<file path="config.mk">
export PLATFORM = sky130hd
export DESIGN_NAME = hd44780_xfer_sender_flat
export DESIGN_NICKNAME = d
export VERILOG_FILES = /design/src/rtl/hd44780_xfer_sender_pkg.sv /design/src/rtl/hd44780_xfer_sender_if.sv /design/src/rtl/hd44780_xfer_sender_delay_counter.sv /design/src/rtl/hd44780_xfer_sender.sv /design/src/flat_wrapper.sv
export SDC_FILE = /design/constraint.sdc
export NUM_CORES = 1
export LEC_CHECK = 0
export CAP_MARGIN = 15
export CORE_MARGIN = 3
export CORE_UTILIZATION = 34
export CTS_CLUSTER_DIAMETER = 30
export DETAILED_ROUTE_END_ITERATION = 7
export SKIP_CTS_REPAIR_TIMING = 1
export SLEW_MARGIN = 20
export SYNTH_ARGS = -nofsm -noshare
export SYNTH_HDL_FRONTEND = slang
export SYNTH_HIERARCHICAL = 1
export SYNTH_SLANG_ARGS = --single-unit
</file>
<file path="constraint.sdc">
create_clock -name CLK_I -period 4.46 [get_ports CLK_I]
set_clock_uncertainty 0.2 [all_clocks]
set_input_delay 0.446 -clock CLK_I [delete_from_list [all_inputs] [get_ports CLK_I]]
set_output_delay 0.446 -clock CLK_I [all_outputs]
set_load 0.01 [all_outputs]
</file>
<file path="src/rtl/hd44780_xfer_sender_pkg.sv">
// Shared types and 12 MHz default timings for the HD44780 transfer sender.
// CMD_CLEAR, CMD_HOME and 8'h03 all need the long execution wait.
package hd44780_xfer_sender_pkg;

  typedef enum logic [2:0] {
    ST_IDLE,
    ST_SETUP,
    ST_EHIGH,
    ST_HOLD,
    ST_GAP,
    ST_EXEC
  } state_e;

  localparam logic [7:0] CMD_CLEAR = 8'h01;
  localparam logic [7:0] CMD_HOME  = 8'h02;

  localparam int DEF_TAS_CYC      = 1;
  localparam int DEF_PWEH_CYC     = 6;
  localparam int DEF_TAH_CYC      = 1;
  localparam int DEF_TGAP_CYC     = 4;
  localparam int DEF_EXEC_CMD_CYC = 480;
  localparam int DEF_EXEC_CLR_CYC = 19680;

  function automatic logic needs_long_exec(input logic rs, input logic [7:0] data);
    return !rs && (data == CMD_CLEAR || data == CMD_HOME || data == 8'h03);
  endfunction

endpackage

</file>
<file path="src/rtl/hd44780_xfer_sender_if.sv">
// Request handshake from the LCD sequencer plus the RS/E/DB pin outputs.
interface hd44780_xfer_sender_if #(
  parameter int BUS_WIDTH = 4
);
  logic                 STB_I;
  logic                 i_rs;
  logic [7:0]           i_data;
  logic                 i_nyb_only;
  logic                 o_busy;
  logic                 o_done;
  logic [BUS_WIDTH-1:0] o_lcd_data;
  logic                 o_rs;
  logic                 o_e;

  modport master (
    output STB_I, i_rs, i_data, i_nyb_only,
    input  o_busy, o_done, o_lcd_data, o_rs, o_e
  );

  modport slave (
    input  STB_I, i_rs, i_data, i_nyb_only,
    output o_busy, o_done, o_lcd_data, o_rs, o_e
  );
endinterface

</file>
<file path="src/rtl/hd44780_xfer_sender_delay_counter.sv">
// Down-counter shared by all sender states: load on state entry, count to zero, hold there.
module hd44780_xfer_sender_delay_counter #(
  parameter int CNT_W = 16
) (
  input  logic             CLK_I,
  input  logic             RST_I,
  input  logic             load_i,
  input  logic [CNT_W-1:0] value_i,
  input  logic             dec_i,
  output logic             zero_o
);

  logic [CNT_W-1:0] cnt_q;

  always_ff @(posedge CLK_I or negedge RST_I) begin
    if (!RST_I) begin
      cnt_q <= '0;
    end else if (load_i) begin
      cnt_q <= value_i;
    end else if (dec_i && cnt_q != '0) begin
      cnt_q <= cnt_q - CNT_W'(1);
    end
  end

  assign zero_o = (cnt_q == '0);

endmodule

</file>
<file path="src/rtl/hd44780_xfer_sender.sv">
// Drives one HD44780 transfer (4-bit byte, 4-bit nybble or 8-bit byte), then waits out the exec time.
// IDLE: wait for STB edge | SETUP: RS/DB valid, E low | EHIGH: E high | HOLD: E low, DB held | GAP: inter-nybble idle | EXEC: LCD busy
module hd44780_xfer_sender
  import hd44780_xfer_sender_pkg::*;
#(
  parameter int BUS_WIDTH    = 4,
  parameter int TAS_CYC      = DEF_TAS_CYC,
  parameter int PWEH_CYC     = DEF_PWEH_CYC,
  parameter int TAH_CYC      = DEF_TAH_CYC,
  parameter int TGAP_CYC     = DEF_TGAP_CYC,
  parameter int EXEC_CMD_CYC = DEF_EXEC_CMD_CYC,
  parameter int EXEC_CLR_CYC = DEF_EXEC_CLR_CYC,
  parameter int CNT_W        = 16
) (
  input  logic                 CLK_I,
  input  logic                 RST_I,
  hd44780_xfer_sender_if.slave bus
);

  if (BUS_WIDTH != 4 && BUS_WIDTH != 8) begin : g_bad_width
    $error("hd44780_xfer_sender: BUS_WIDTH must be 4 or 8");
  end

  localparam logic [CNT_W-1:0] LD_TAS  = CNT_W'(TAS_CYC - 1);
  localparam logic [CNT_W-1:0] LD_PWEH = CNT_W'(PWEH_CYC - 1);
  localparam logic [CNT_W-1:0] LD_TAH  = CNT_W'(TAH_CYC - 1);
  localparam logic [CNT_W-1:0] LD_GAP  = CNT_W'((TGAP_CYC > 0) ? TGAP_CYC - 1 : 0);
  localparam logic [CNT_W-1:0] LD_CMD  = CNT_W'(EXEC_CMD_CYC - 1);
  localparam logic [CNT_W-1:0] LD_CLR  = CNT_W'(EXEC_CLR_CYC - 1);

  state_e               state_q, state_d;
  logic                 arm_q, stb_q;
  logic [7:0]           data_q, data_d;
  logic                 nyb_q, nyb_d, low_q, low_d, clr_q, clr_d;
  logic [BUS_WIDTH-1:0] db_q, db_d;
  logic                 rs_q, rs_d, e_q, e_d, busy_q, busy_d, done_q, done_d;
  logic                 cnt_ld, cnt_zero, accept;
  logic [CNT_W-1:0]     cnt_ld_val;

  // 4-bit bus: high nybble first, then low; 8-bit bus: whole byte.
  function automatic logic [BUS_WIDTH-1:0] pick_db(input logic [7:0] d, input logic low);
    return BUS_WIDTH'(d >> ((BUS_WIDTH == 4 && !low) ? 4 : 0));
  endfunction

  // arm_q keeps a strobe already high at reset release from counting as an edge.
  assign accept = arm_q && bus.STB_I && !stb_q && (state_q == ST_IDLE);

  always_comb begin
    state_d    = state_q;
    data_d     = data_q;
    nyb_d      = nyb_q;
    low_d      = low_q;
    clr_d      = clr_q;
    db_d       = db_q;
    rs_d       = rs_q;
    busy_d     = busy_q;
    done_d     = 1'b0;
    cnt_ld     = 1'b0;
    cnt_ld_val = '0;
    unique case (state_q)
      ST_IDLE: begin
        if (accept) begin
          data_d     = bus.i_data;
          nyb_d      = (BUS_WIDTH == 4) && bus.i_nyb_only;
          low_d      = 1'b0;
          clr_d      = needs_long_exec(bus.i_rs, bus.i_data);
          db_d       = pick_db(bus.i_data, 1'b0);
          rs_d       = bus.i_rs;
          busy_d     = 1'b1;
          state_d    = ST_SETUP;
          cnt_ld     = 1'b1;
          cnt_ld_val = LD_TAS;
        end
      end
      ST_SETUP: begin
        if (cnt_zero) begin
          state_d    = ST_EHIGH;
          cnt_ld     = 1'b1;
          cnt_ld_val = LD_PWEH;
        end
      end
      ST_EHIGH: begin
        if (cnt_zero) begin
          state_d    = ST_HOLD;
          cnt_ld     = 1'b1;
          cnt_ld_val = LD_TAH;
        end
      end
      ST_HOLD: begin
        if (cnt_zero) begin
          cnt_ld = 1'b1;
          if (BUS_WIDTH == 4 && !nyb_q && !low_q) begin
            low_d = 1'b1;
            if (TGAP_CYC == 0) begin
              state_d    = ST_SETUP;
              db_d       = pick_db(data_q, 1'b1);
              cnt_ld_val = LD_TAS;
            end else begin
              state_d    = ST_GAP;
              cnt_ld_val = LD_GAP;
            end
          end else begin
            state_d    = ST_EXEC;
            cnt_ld_val = clr_q ? LD_CLR : LD_CMD;
          end
        end
      end
      ST_GAP: begin
        if (cnt_zero) begin
          state_d    = ST_SETUP;
          db_d       = pick_db(data_q, 1'b1);
          cnt_ld     = 1'b1;
          cnt_ld_val = LD_TAS;
        end
      end
      ST_EXEC: begin
        if (cnt_zero) begin
          state_d = ST_IDLE;
          busy_d  = 1'b0;
          done_d  = 1'b1;
        end
      end
      default: state_d = ST_IDLE;
    endcase
  end

  assign e_d = (state_d == ST_EHIGH);

  always_ff @(posedge CLK_I or negedge RST_I) begin
    if (!RST_I) begin
      state_q <= ST_IDLE;
      arm_q   <= 1'b0;
      stb_q   <= 1'b0;
      data_q  <= '0;
      nyb_q   <= 1'b0;
      low_q   <= 1'b0;
      clr_q   <= 1'b0;
      db_q    <= '0;
      rs_q    <= 1'b0;
      e_q     <= 1'b0;
      busy_q  <= 1'b0;
      done_q  <= 1'b0;
    end else begin
      state_q <= state_d;
      arm_q   <= 1'b1;
      stb_q   <= bus.STB_I;
      data_q  <= data_d;
      nyb_q   <= nyb_d;
      low_q   <= low_d;
      clr_q   <= clr_d;
      db_q    <= db_d;
      rs_q    <= rs_d;
      e_q     <= e_d;
      busy_q  <= busy_d;
      done_q  <= done_d;
    end
  end

  hd44780_xfer_sender_delay_counter #(
    .CNT_W(CNT_W)
  ) u_delay (
    .CLK_I  (CLK_I),
    .RST_I  (RST_I),
    .load_i (cnt_ld),
    .value_i(cnt_ld_val),
    .dec_i  (state_q != ST_IDLE),
    .zero_o (cnt_zero)
  );

  assign bus.o_busy     = busy_q;
  assign bus.o_done     = done_q;
  assign bus.o_lcd_data = db_q;
  assign bus.o_rs       = rs_q;
  assign bus.o_e        = e_q;

endmodule

</file>
<file path="src/flat_wrapper.sv">
// flat-port wrapper written by rule: the top's interface ports become plain ports
module hd44780_xfer_sender_flat import hd44780_xfer_sender_pkg::*;
#(
  parameter int BUS_WIDTH    = 4,
  parameter int TAS_CYC      = DEF_TAS_CYC,
  parameter int PWEH_CYC     = DEF_PWEH_CYC,
  parameter int TAH_CYC      = DEF_TAH_CYC,
  parameter int TGAP_CYC     = DEF_TGAP_CYC,
  parameter int EXEC_CMD_CYC = DEF_EXEC_CMD_CYC,
  parameter int EXEC_CLR_CYC = DEF_EXEC_CLR_CYC,
  parameter int CNT_W        = 16
)
  (CLK_I, RST_I, bus_STB_I, bus_i_rs, bus_i_data, bus_i_nyb_only, bus_o_busy, bus_o_done, bus_o_lcd_data, bus_o_rs, bus_o_e);
  hd44780_xfer_sender_if #(.BUS_WIDTH(BUS_WIDTH)) bus_i ();
  input  logic CLK_I;
  input  logic RST_I;
  input wire logic [$bits(bus_i.STB_I)-1:0] bus_STB_I;
  input wire logic [$bits(bus_i.i_rs)-1:0] bus_i_rs;
  input wire logic [$bits(bus_i.i_data)-1:0] bus_i_data;
  input wire logic [$bits(bus_i.i_nyb_only)-1:0] bus_i_nyb_only;
  output wire logic [$bits(bus_i.o_busy)-1:0] bus_o_busy;
  output wire logic [$bits(bus_i.o_done)-1:0] bus_o_done;
  output wire logic [$bits(bus_i.o_lcd_data)-1:0] bus_o_lcd_data;
  output wire logic [$bits(bus_i.o_rs)-1:0] bus_o_rs;
  output wire logic [$bits(bus_i.o_e)-1:0] bus_o_e;
  assign bus_i.STB_I = bus_STB_I;
  assign bus_i.i_rs = bus_i_rs;
  assign bus_i.i_data = bus_i_data;
  assign bus_i.i_nyb_only = bus_i_nyb_only;
  assign bus_o_busy = bus_i.o_busy;
  assign bus_o_done = bus_i.o_done;
  assign bus_o_lcd_data = bus_i.o_lcd_data;
  assign bus_o_rs = bus_i.o_rs;
  assign bus_o_e = bus_i.o_e;
  hd44780_xfer_sender #(.BUS_WIDTH(BUS_WIDTH), .TAS_CYC(TAS_CYC), .PWEH_CYC(PWEH_CYC), .TAH_CYC(TAH_CYC), .TGAP_CYC(TGAP_CYC), .EXEC_CMD_CYC(EXEC_CMD_CYC), .EXEC_CLR_CYC(EXEC_CLR_CYC), .CNT_W(CNT_W)) u_core (.CLK_I(CLK_I), .RST_I(RST_I), .bus(bus_i));
endmodule
</file>
==> out/qor.csv <==
metric,value,unit
# setup viols final,0,
Hold WC Path Type,primary input to async pin,
die footprint,6810,um2
Chip Height,82.5,um
"non-filler cells, final",304,
Ports,21,
VDD IR max,0.191,mV
CTS H-tree lvls,2,
vias,1594,
Leak,0.000944,uW
max-cap viol count,0,
GRT overflow,0,
compound-cell area share of the yosys netlist,17.6,%
clock sinks,36,
"Power, Total",1210,uW
wire per inst,13.7,um
Switching Power,437,uW
Critical Path RT,4470,ps
Post-Syn Instances,208,
Fillers,579,
global-route wire length before repair,6780,um
worst setup margin,1220,ps
syn_area_per_cell,9.58,um2
GP Congestion,0.861,
area share of and/or/nand/nor cells after synthesis,26.4,%
"FF+latch count, synth",36,
Vias/cell,5.24,
Root Driver,clkbuf_8,
ANT cells,0,
total negative slack,0,ps
area grow syn2layout,17.0,%
Comb power frac,33.8,%
antenna violations before repair,0,
DP Cell Count,296,
TritonCTS clock tree,built,
Yosys warning total,6,
Seq pwr share,46.2,%
Setup CP Type,flop to flop,
crit-path max FO,8,
Initial Util,35.7,%
r2r worst-path depth,12,
overall global routing resource usage,13.2,%
RSZ-0062 raised after global routing,no,
Sw Ratio,36.0,%
Port Buffers,20,
drt first pass iters,4,
final WL,4160,um
HPWL after detailed placement,3000,um
clock latency on the worst-skew pair,290,ps
Antenna Nets Post-Route,0,
Slew headroom,46.9,%
Setup crit end kind,flop,
Std-Cell Core Area,5570,um2
DRC Markers,0,
number of synthesized flops with an enable pin,0,
CTS Buf Count,5,
final hold violation count,0,
sequential area share after synthesis,45.2,%
layout cells sized above 1,9.48,%
Pint,777,uW
worst slew pin tran,796,ps
nets,245,
CTS Buffer Depth,2,
largest net degree at the start of global routing,37,
Hold Slack,37.5,ps
Synth Area in XOR/XNOR,0.440,%
run status,"finished, final reports clean",
initial DRC count,100,
clock share of power,20.0,%
fmax,309,MHz
"Reg clk slew, reported paths",80,ps
worst reg2reg startpoint,u_core/u_delay/cnt_q[0]$_DFFE_PN0P_,
crit share post-route,72.6,%
row count,27,
Slew Limit Fails,0,
minimum clock period,3240,ps
die extent in x,82.5,um
Netlist Area Pre-Place,1990,um2
pre-CTS WS,1300,ps
mux contribution to synthesized area,4.59,%
post-synthesis adder-cell area fraction,0.628,%
vias in the first global route,1450,
Worst Path Arrival,3250,ps
combinational family with the most area after synthesis,simple AND/OR/NAND/NOR gates,
Synth cell types,51,
CP Launch Type,flop,
FF-to-FF End,u_core/u_delay/cnt_q[11]$_DFFE_PN0P_,
"FFs w/ async S/R, synth",100,%
pwr dens,521,nW/um2
Synth Flop Type,dfrtp_1,
r2r setup slk,1220,ps
-- state kept, by name, summed over array words and instances (netlist names) --
| signal | cells |
|---|---|
| u_core/bus.o_e | 1 |
| u_core/nyb_q | 1 |
| u_core/bus.o_done | 1 |
| u_core/stb_q | 1 |
| u_core/bus.o_rs | 1 |
| u_core/low_q | 1 |
| u_core/u_delay/cnt_q | 16 |
| u_core/state_q | 3 |
| u_core/arm_q | 1 |
| u_core/clr_q | 1 |
| u_core/bus.o_lcd_data | 4 |
| u_core/bus.o_busy | 1 |
| u_core/data_q | 4 |
-- critical path, cell delays in order, from the launching register on --
cell,delay (ps)
dfrtp_1,390
inv_1,100
ha_1,200
nor4b_1,500
nand4_1,340
inv_1,290
and3b_2,240
nand2_1,60
inv_1,110
o21ai_0,140
nor3b_1,360
nor2_1,80
a31oi_1,160
-- area by class of cell --
type                            instances  area, um2  share of cell area [%]
Inverter                                8       30.0                    1.29
Clock inverter                          1       7.51                   0.322
Sequential cell                        36        901                    38.7
Multi-Input combinational cell        159       1010                    43.4
Tap cell                               72       90.1                    3.87
Clock buffer                            7       86.3                    3.71
Timing Repair Buffer                   21        203                    8.70
-- synth_stat cells, types with 4 or more instances --
master    count  area (um2)
clkbuf_1      5        18.8
nor3_1        5        25.0
o21ai_0      11        55.1
inv_1         8        30.0
mux2_2        4        45.0
or3_1         4        25.0
a21oi_1      10        50.1
nand2b_1      4        25.0
nor4_1        4        25.0
dfrtp_1      36         901
o221a_1       4        45.0
buf_6         4        45.0
a31oi_1       6        37.5
or4_1         6        45.0
nor2_1       20        75.1
o21ai_1       6        30.0
nand2_1      19        71.3
-- metal layers --
layer / GRT usage (%) / up-vias / share of wire (%)
met1: 17.6 / 755 / 49
met5: 0 / - / 0
met4: 5.39 / 0 / 1.5
met3: 3.15 / 7 / 3.8
li1: - / 803 / -
met2: 20.6 / 29 / 46
-- power by group through the flow --
stage               Sequential [uW]  Clock, uW  Combinational (uW)
floorplan                       535          0                 311
global placement                565          0                 408
detailed placement              564          0                 414
CTS                             559        258                 414
global route                    578        273                 462
finish                          562        243                 410
-- worst max path at each step --
stage / startpoint / endpoint / depth (start not counted)
floorplan: u_core/u_delay/cnt_q[0]$_DFFE_PN0P_ / u_core/u_delay/cnt_q[11]$_DFFE_PN0P_ / 12
global placement: u_core/u_delay/cnt_q[0]$_DFFE_PN0P_ / u_core/bus.o_lcd_data[3]$_DFFE_PN0P_ / 8
detailed placement: u_core/u_delay/cnt_q[0]$_DFFE_PN0P_ / u_core/u_delay/cnt_q[11]$_DFFE_PN0P_ / 12
CTS: u_core/u_delay/cnt_q[0]$_DFFE_PN0P_ / u_core/u_delay/cnt_q[11]$_DFFE_PN0P_ / 12
global route: u_core/u_delay/cnt_q[0]$_DFFE_PN0P_ / u_core/u_delay/cnt_q[11]$_DFFE_PN0P_ / 12
finish: u_core/u_delay/cnt_q[0]$_DFFE_PN0P_ / u_core/u_delay/cnt_q[11]$_DFFE_PN0P_ / 12
-- per-stage QoR --
stage,util [%],cell area [um2]
after floorplan,-,2010
after global placement,40.1,2240
after detailed placement,40.1,2240
after CTS,41.8,2330
after global routing,41.8,2330
final,41.8,2330
-- layout by cell type, fill, tap and decap left out, types with 5 or more instances in the layout --
| cell | count |
|---|---|
| inv_1 | 8 |
| a31oi_1 | 6 |
| o21ai_1 | 6 |
| conb_1 | 6 |
| nor2_1 | 20 |
| dfrtp_1 | 36 |
| or4_1 | 6 |
| a21oi_1 | 10 |
| clkbuf_8 | 6 |
| nand2_1 | 19 |
| o21ai_0 | 11 |
| clkdlybuf4s50_1 | 19 |
| nor3_1 | 5 |
-- cell families (layout without fill, tap and decap cells) --
group / count (synthesis) / after routing
and+or+nand+nor: 92 / 92
adders and majority gates: 1 / 1
other: 2 / 6
DFF: 36 / 36
AOI/OAI and AO/OA: 51 / 51
xor gates and xnor gates: 1 / 1
muxes: 8 / 8
buffers and inverters: 17 / 37
Power figures use the tool's default switching activity.
